[src/rtl/uart_pkg.sv]
// Shared definitions for the FIFO-fed UART transmitter: FSM state encoding
// and frame constants.
package uart_pkg;

  localparam int UART_DATA_BITS  = 8;
  localparam int CLK_DIV_DEFAULT = 434;

  typedef enum logic [2:0] {
    ST_IDLE  = 3'd0,
    ST_POP   = 3'd1,
    ST_LOAD  = 3'd2,
    ST_START = 3'd3,
    ST_DATA  = 3'd4,
    ST_STOP  = 3'd5
  } uart_state_e;

endpackage

[src/rtl/uart_baud_gen.sv]
// Bit-period timer: counts 0..CLK_DIV-1 and flags the final cycle of each
// bit period; clear holds it at zero so every bit starts with a full period.
module uart_baud_gen #(
  parameter int CLK_DIV = 434
) (
  input  logic clk,
  input  logic reset_n,
  input  logic clear,
  output logic bit_tick
);

  localparam int              CNT_W = $clog2(CLK_DIV);
  localparam logic [CNT_W-1:0] LAST = CNT_W'(CLK_DIV - 1);

  logic [CNT_W-1:0] r_cnt;

  assign bit_tick = !clear && (r_cnt == LAST);

  always_ff @(posedge clk or negedge reset_n) begin
    if (!reset_n) begin
      r_cnt <= '0;
    end else if (clear || bit_tick) begin
      r_cnt <= '0;
    end else begin
      r_cnt <= r_cnt + CNT_W'(1);
    end
  end

endmodule

[src/rtl/uart_fifo_tx.sv]
// UART transmitter that pops bytes from an upstream sync FIFO and sends
// 8N1 frames, LSB first, with a registered serial output.
//
// state | meaning
// IDLE  | line high, waiting for enable with a non-empty FIFO
// POP   | one-cycle FIFO read strobe
// LOAD  | FIFO read data captured into the shift register
// START | start bit (low) for one bit period
// DATA  | eight data bits, LSB first
// STOP  | stop bit (high); tx_done on its last cycle
module uart_fifo_tx
  import uart_pkg::*;
#(
  parameter int CLK_DIV = CLK_DIV_DEFAULT
) (
  input  logic                      clk,
  input  logic                      reset_n,
  input  logic                      enable,
  input  logic                      fifo_empty,
  input  logic [UART_DATA_BITS-1:0] fifo_data,
  output logic                      fifo_rd_en,
  output logic                      tx,
  output logic                      busy,
  output logic                      tx_done
);

  localparam logic [2:0] LAST_BIT = 3'(UART_DATA_BITS - 1);

  uart_state_e               r_state;
  uart_state_e               w_state_next;
  logic [UART_DATA_BITS-1:0] r_shift;
  logic [2:0]                r_bit_idx;
  logic [2:0]                w_bit_idx_next;
  logic                      r_tx;
  logic                      w_tx_next;
  logic                      w_clear;
  logic                      w_bit_tick;

  // Baud timer only runs while a bit is on the line, so it enters START at zero.
  assign w_clear = (r_state == ST_IDLE) || (r_state == ST_POP) || (r_state == ST_LOAD);

  uart_baud_gen #(
    .CLK_DIV (CLK_DIV)
  ) u_baud_gen (
    .clk      (clk),
    .reset_n  (reset_n),
    .clear    (w_clear),
    .bit_tick (w_bit_tick)
  );

  always_comb begin
    w_state_next   = r_state;
    w_bit_idx_next = r_bit_idx;
    case (r_state)
      ST_IDLE:  if (enable && !fifo_empty) w_state_next = ST_POP;
      ST_POP:   w_state_next = ST_LOAD;
      ST_LOAD:  w_state_next = ST_START;
      ST_START: begin
        if (w_bit_tick) begin
          w_state_next   = ST_DATA;
          w_bit_idx_next = '0;
        end
      end
      ST_DATA: begin
        if (w_bit_tick) begin
          if (r_bit_idx == LAST_BIT) w_state_next = ST_STOP;
          else                       w_bit_idx_next = r_bit_idx + 3'd1;
        end
      end
      ST_STOP:  if (w_bit_tick) w_state_next = ST_IDLE;
      default:  w_state_next = ST_IDLE;
    endcase
  end

  // Line level is decided from the next state so the register lines up with it.
  always_comb begin
    w_tx_next = 1'b1;
    case (w_state_next)
      ST_START: w_tx_next = 1'b0;
      ST_DATA:  w_tx_next = r_shift[w_bit_idx_next];
      default:  w_tx_next = 1'b1;
    endcase
  end

  always_ff @(posedge clk or negedge reset_n) begin
    if (!reset_n) begin
      r_state   <= ST_IDLE;
      r_bit_idx <= '0;
      r_shift   <= '0;
      r_tx      <= 1'b1;
    end else begin
      r_state   <= w_state_next;
      r_bit_idx <= w_bit_idx_next;
      r_tx      <= w_tx_next;
      if (r_state == ST_LOAD) r_shift <= fifo_data;
    end
  end

  assign fifo_rd_en = (r_state == ST_POP);
  assign busy       = (r_state != ST_IDLE);
  assign tx_done    = (r_state == ST_STOP) && w_bit_tick;
  assign tx         = r_tx;

endmodule

[config.mk]
export PLATFORM = sky130hd
export DESIGN_NAME = uart_fifo_tx
export DESIGN_NICKNAME = d
export VERILOG_FILES = /design/src/rtl/uart_pkg.sv /design/src/rtl/uart_baud_gen.sv /design/src/rtl/uart_fifo_tx.sv
export SDC_FILE = /design/constraint.sdc
export NUM_CORES = 1
export LEC_CHECK = 0
export ABC_AREA = 1
export ABC_CLOCK_PERIOD_IN_PS = 1650
export BUFFER_PORTS_ARGS = -buffer_cell sky130_fd_sc_hd__buf_2
export CAP_MARGIN = 25
export CORE_ASPECT_RATIO = 1.2
export CORE_MARGIN = 2
export CORE_UTILIZATION = 45
export CTS_BUF_LIST = sky130_fd_sc_hd__clkbuf_8
export CTS_CLUSTER_DIAMETER = 50
export DETAILED_ROUTE_END_ITERATION = 7
export GPL_ROUTABILITY_DRIVEN = 0
export GPL_TIMING_DRIVEN = 0
export MAX_ROUTING_LAYER = met4
export PLACE_DENSITY = 0.67
export SYNTH_ARGS = -nofsm -noshare
export SYNTH_HDL_FRONTEND = slang
export SYNTH_SLANG_ARGS = --single-unit
[constraint.sdc]
create_clock -name clk -period 1.65 [get_ports clk]
set_input_delay 0.165 -clock clk [delete_from_list [all_inputs] [get_ports clk]]
set_output_delay 0.165 -clock clk [all_outputs]
set_load 0.005 [all_outputs]
Word-level counts from Yosys, hierarchy flattened. Cells that the tools add are included.

Magnitude comparators: 1. Mux-type cells: 14. Add/sub/neg operators: 2. Reductions and logical operators: 10. Eq/ne operators: 9.

Operators by type and width (count): $mux W3 (8); $pmux W3 S6 (1); $eq A3 B3 Y1 const B (4); $add A9 B1 Y9 const B (1); $eq A3 B2 Y1 const B (3); $eq A9 B9 Y1 const B (1); $mux W9 (1); $pmux W3 S2 (1); $lt A3 B4 Y1 const B (1); $add A3 B1 Y3 const B (1); $bmux W1 S3 (1); $eq A3 B1 Y1 const B (1); $logic_and A1 B1 Y1 (3); $logic_not A3 Y1 (1); $logic_or A1 B1 Y1 (3); $reduce_bool A3 Y1 (1); $logic_not A1 Y1 (2); $pmux W1 S2 (1); $mux W1 (1).

Register bits: 24. Input port bits: 12. Logic and storage cells: 41. Output and inout port bits: 4.

Logic depth before layout (Yosys ltp).
Depth in word-level cells: 10. Gate-level depth with buffers: 16.

Hierarchy. From an unflattened synthesis, not the netlist that was laid out.

Cells, all modules: 182. Area, all modules: 1388.8 µm².

Modules (own cells, without submodules): uart_fifo_tx (area each 880.8 µm², cells each 114, instances 1); uart_baud_gen (area each 508.0 µm², cells each 68, instances 1).

Worst setup path after synthesis. OpenSTA, ideal clock, no wires.

Path kind: register -> register. Start point: reg u_baud_gen.r_cnt[1]. End point: reg r_tx (netlist: tx). Required time: 1.590 ns. Library setup time: 0.060 ns. Path slack: 0.087 ns. Buffers on the path: 0. Cell stages (with the launch flop): 17. Arrival time: 1.503 ns. Cells stage by stage: dfrtp_1 inv_1 ha_1 nand2_1 inv_1 nand2_1 nor2_4 nand4_1 nand2_2 nand2_2 nand2_1 nand2_1 nand2_1 nand3_1 nand2_1 nand2_1 nand2_1.

Longest elaborated chain between the ends: 7. Elaborated cells on any way between the ends: 14. Classes of those cells: 3 x eq/ne; 10 x mux; 1 x reduce/logical.

Ends and longest elaborated chain: start: declaration (line uart_baud_gen.sv:15) `logic [CNT_W-1:0] r_cnt;`; start signal: assignment (line uart_baud_gen.sv:25) `r_cnt <= r_cnt + CNT_W'(1);`; $eq A9 B9 Y1 (*) (line uart_baud_gen.sv:17) `assign bit_tick = !clear && (r_cnt == LAST);`; $logic_and A1 B1 Y1 (*) (line uart_baud_gen.sv:17); $mux W3, on equally long branches (line uart_fifo_tx.sv:65, uart_fifo_tx.sv:59); $pmux W3 S2 (line uart_fifo_tx.sv:54) `case (r_state)`; $bmux W1 S3 (line uart_fifo_tx.sv:80) `ST_DATA: w_tx_next = r_shift[w_bit_idx_next];`; $mux W1 (not written as such) (line uart_fifo_tx.sv:80); $pmux W1 S2 (*) (line uart_fifo_tx.sv:78) `case (w_state_next)`; named net w_tx_next (line uart_fifo_tx.sv:35) `logic w_tx_next;`; end signal: assignment (line uart_fifo_tx.sv:94) `r_tx <= w_tx_next;`; end: declaration (line uart_fifo_tx.sv:34) `logic r_tx;`.

Mark *: on every way through the listed nets, which the timed path passes. The rest lies on a longest branch. The select of a mux whose other input is x is not followed. A chain may end at the register's enable or synchronous reset.

Worst setup path in the final report. Ends and elaborated chain as after synthesis.

==> summary.md <==
| Metric | Value |
|---|---|
| Initial cell density of the core | `47.7%` |
| Post-route DRC | `0` |
| Hold Path Stages | `3` |
| Slew @ Worst Pin | `0.547 ns` |
| Place WS | `-0.131 ns` |
| Synth top area cells | `dfrtp_1, nand2_1, nand3_1, inv_1, nor2_1` |
| Top cell type's share of synthesized area | `a little over two fifths` |
| Hold EP | `r_shift[2]$_DFFE_PN0P_` |
| Sink Count | `24` |
| Synth Flop Type | `dfrtp_1` |
| Largest net degree at the start of global routing | `25` |
| Crit-path max FO | `5` |
| Iteration-0 DRC Markers | `36` |
| Hold Vio Cnt, Final | `0` |
| Most numerous cell on the critical path | `nand2_1` |
| Total Die Area | `0.00343 mm^2` |
| DR pass1 iterations | `4` |
| Total Wirelength | `2.71 mm` |
| Yosys warning total | `0` |
| First-pass GRT wire length | `4.82 mm` |
| Fillcell total | `258` |
| Vias per inst | `5.03` |
| Crit Path Class | `reg2reg` |
| Final Max Slew Viols | `0` |
| Status | `finished with violations` |
| Skew-Pair Late Insertion Delay | `0.26 ns` |
| Post-synth EDFFs | `0` |
| Setup violations, final | `1` |
| Peak supply drop | `0.000433 V` |
| Reg2Reg Depth | `16` |
| TritonCTS buffer count | `3` |
| Rows | `21` |
| Flops & latches, synth | `24` |
| Initial antenna violation count | `0` |
| Synthesis-to-finish area growth | `20.4%` |
| Post-Route Utilization | `between 50% and 60%` |
| Sequential share of the synthesized area | `roughly 45%` |
| RR Endpoint | `tx$_DFF_PN1_` |
| Top cells by count, synth | `nand2_1, dfrtp_1, inv_1` |
| Detail Route Antenna Nets | `0` |
| Asr flop ratio synth | `100%` |
| Core Region | `roughly 0.0028 mm^2` |
| Dpl hpwl | `1.97 mm` |
| Total gr overflow | `0` |
| Antenna cell count | `0` |
| Max Clk Rate | `0.589 GHz` |
| Layout cells sized above 1 | `approximately 28%` |
| Startpoint Class | `flip-flop` |
| Vias | `between 1000 and 1500` |
| H-tree depth | `1` |
| Syn nets | `193` |
| Die Width | `53.8 um` |
| Violated checks | `setup timing` |
| Final nets | `219` |
| PD cells | `between 600 and 700 mW/mm^2` |
| Syn Inst Count | `178` |
| Max Cap Violations | `0` |
| I/O Buffers | `15` |
| Hold path start | `fifo_data[2]` |
| Reg2reg start | `u_baud_gen.r_cnt[1]$_DFF_PN0_` |
| Clk slew on worst S/H paths | `0.08 ns` |
| Final Worst Setup Slack | `-0.0473 ns` |
| Leakage | `between 0.8 and 0.9 nW` |
| Critical path's largest stage delay | `0.40 ns` |
| CTS root buf | `clkbuf_8` |
| Cell taking the most area after synthesis | `dfrtp_1` |
| Final worst-path cycle share | `103%` |
| Global Route Usage Sum | `19.3%` |
| CTS tree | `built` |
| Crit-path slowest cell | `dfrtp_1` |
| Hold WC Path Type | `in2reg` |
| Clk_skew | `0.00229 ns` |
| CTS Buffer Depth | `2` |
| Worst path arrival time | `1.91 ns` |
| Final Non-Filler Cells | `237` |
| Critical path cell sequence | `inv_2 > ha_4 > nand2_2 > inv_2 > nand2_2 > nor2_4 > nand4_1 > nand2_2 > nand2_4 > nand2_1 > nand2_1 > nand2_1 > nand3_1 > nand2_1 > nand2_1 > nand2_1` |
| Setup crit end kind | `flip-flop` |
| Design Power | `994 uW` |
| Slew HR | `a little under two thirds` |
| RSZ-0062 raised after global routing | `true` |
| Required time worst endpoint | `1.86 ns` |
| Netlist cell types | `23` |
| Synth Area per Inst | `7.53 um^2` |
| Number of global-route vias before repair | `1199` |
| Wire per inst | `11.4 um` |
| Cell Area, Synth | `0.00134 mm^2` |
| Placed Cells incl. Taps | `227` |
| Worst hold slack | `0.0969 ns` |
| R2r setup slk | `-0.05 ns` |
| I/O pin cnt | `16` |
| Fin crit period | `1.70 ns` |
| Die Ht | `63.8 um` |
| Cell with the most instances after synthesis | `nand2_1` |
==> what timing repair did <==
item | 4_1_cts | 5_1_grt
setup buffers | 2 | 3
pin swaps | 3 | 10
resized for setup | 4 | 16
hold buffers | 1 | 0
endpoints found under the hold margin | 23 | 0
setup endpoints to repair | 1 | 3
==> cells in the final DEF (no fill, tap or decap), types with 3 or more instances in the layout <==
master    count
buf_4         5
nand2_1      51
dfrtp_1      22
nand2_2      11
inv_1        20
nor2_1       12
clkbuf_8      3
nand3_1      16
nor2_2        4
nor2_4        3
nor3_1        4
nor3b_1       5
nand4_1       3
a21oi_1       4
inv_2         6
buf_2        15
==> where the power goes <==
group | switching [mW] | internal, mW | leakage (nW)
Combinational | 0.0226 | 0.0182 | 0.518
Sequential | 0.00528 | 0.598 | 0.279
Clock | 0.184 | 0.166 | 0.0269
==> registers in the layout, summed over array words and instances, names as in the netlist <==
| name | flops |
|---|---|
| r_bit_idx | 3 |
| r_shift | 8 |
| r_state | 3 |
| tx | 1 |
| u_baud_gen.r_cnt | 9 |
==> layout make-up <==
class / instances / area [um^2] / area share, %
clock buffers: 3 / 41.3 / 2.56
well taps: 34 / 42.5 / 2.64
flip-flops and latches: 24 / 603 / 37.4
repair buffers: 21 / 123 / 7.60
clock inverters: 1 / 3.75 / 0.233
multi-input cells: 128 / 699 / 43.4
inverters: 26 / 100 / 6.21
==> per-stage QoR <==
step	setup TNS, ns	cell area, um^2
4_1_cts	-0.0676	1540
3_5_place_dp	-0.131	1460
3_3_place_gp	-0.0899	1460
5_1_grt	-0.375	1610
6_report	-0.0473	1610
2_1_floorplan	0	1340
==> routing by layer <==
metal,vias up,GRT usage [%],share of wire [%]
met5,-,-,0
met4,0,8.01,0.70
met3,2,3.27,4.0
met2,31,32.2,52
met1,553,22.2,43
li1,606,-,-
==> worst max-delay path: cells and delay by family (launching register included) <==
kind | cells | cell delay [ns]
simple gates | 13 | 0.98
buf+inv | 2 | 0.12
fa+ha+maj | 1 | 0.13
flops | 1 | 0.40
==> worst max path at each step <==
stage	start	end	slack [ns]	depth (start not counted)
after CTS	u_baud_gen.r_cnt[1]$_DFF_PN0_	tx$_DFF_PN1_	-0.07	16
after global routing	u_baud_gen.r_cnt[1]$_DFF_PN0_	tx$_DFF_PN1_	-0.22	16
after detailed placement	u_baud_gen.r_cnt[1]$_DFF_PN0_	tx$_DFF_PN1_	-0.13	15
after floorplan	u_baud_gen.r_cnt[1]$_DFF_PN0_	tx$_DFF_PN1_	0.09	16
final	u_baud_gen.r_cnt[1]$_DFF_PN0_	tx$_DFF_PN1_	-0.05	16
after global placement	u_baud_gen.r_cnt[1]$_DFF_PN0_	tx$_DFF_PN1_	-0.09	15
==> cell families after synthesis <==
| group | share of synthesized area [%] |
|---|---|
| adders and majority gates | 2.80 |
| DFF | 44.9 |
| and+or+nand+nor | 41.3 |
| buffers and inverters | 7.47 |
| AOI/OAI and AO/OA | 3.55 |
No activity file was read; power rests on OpenSTA's default activity.
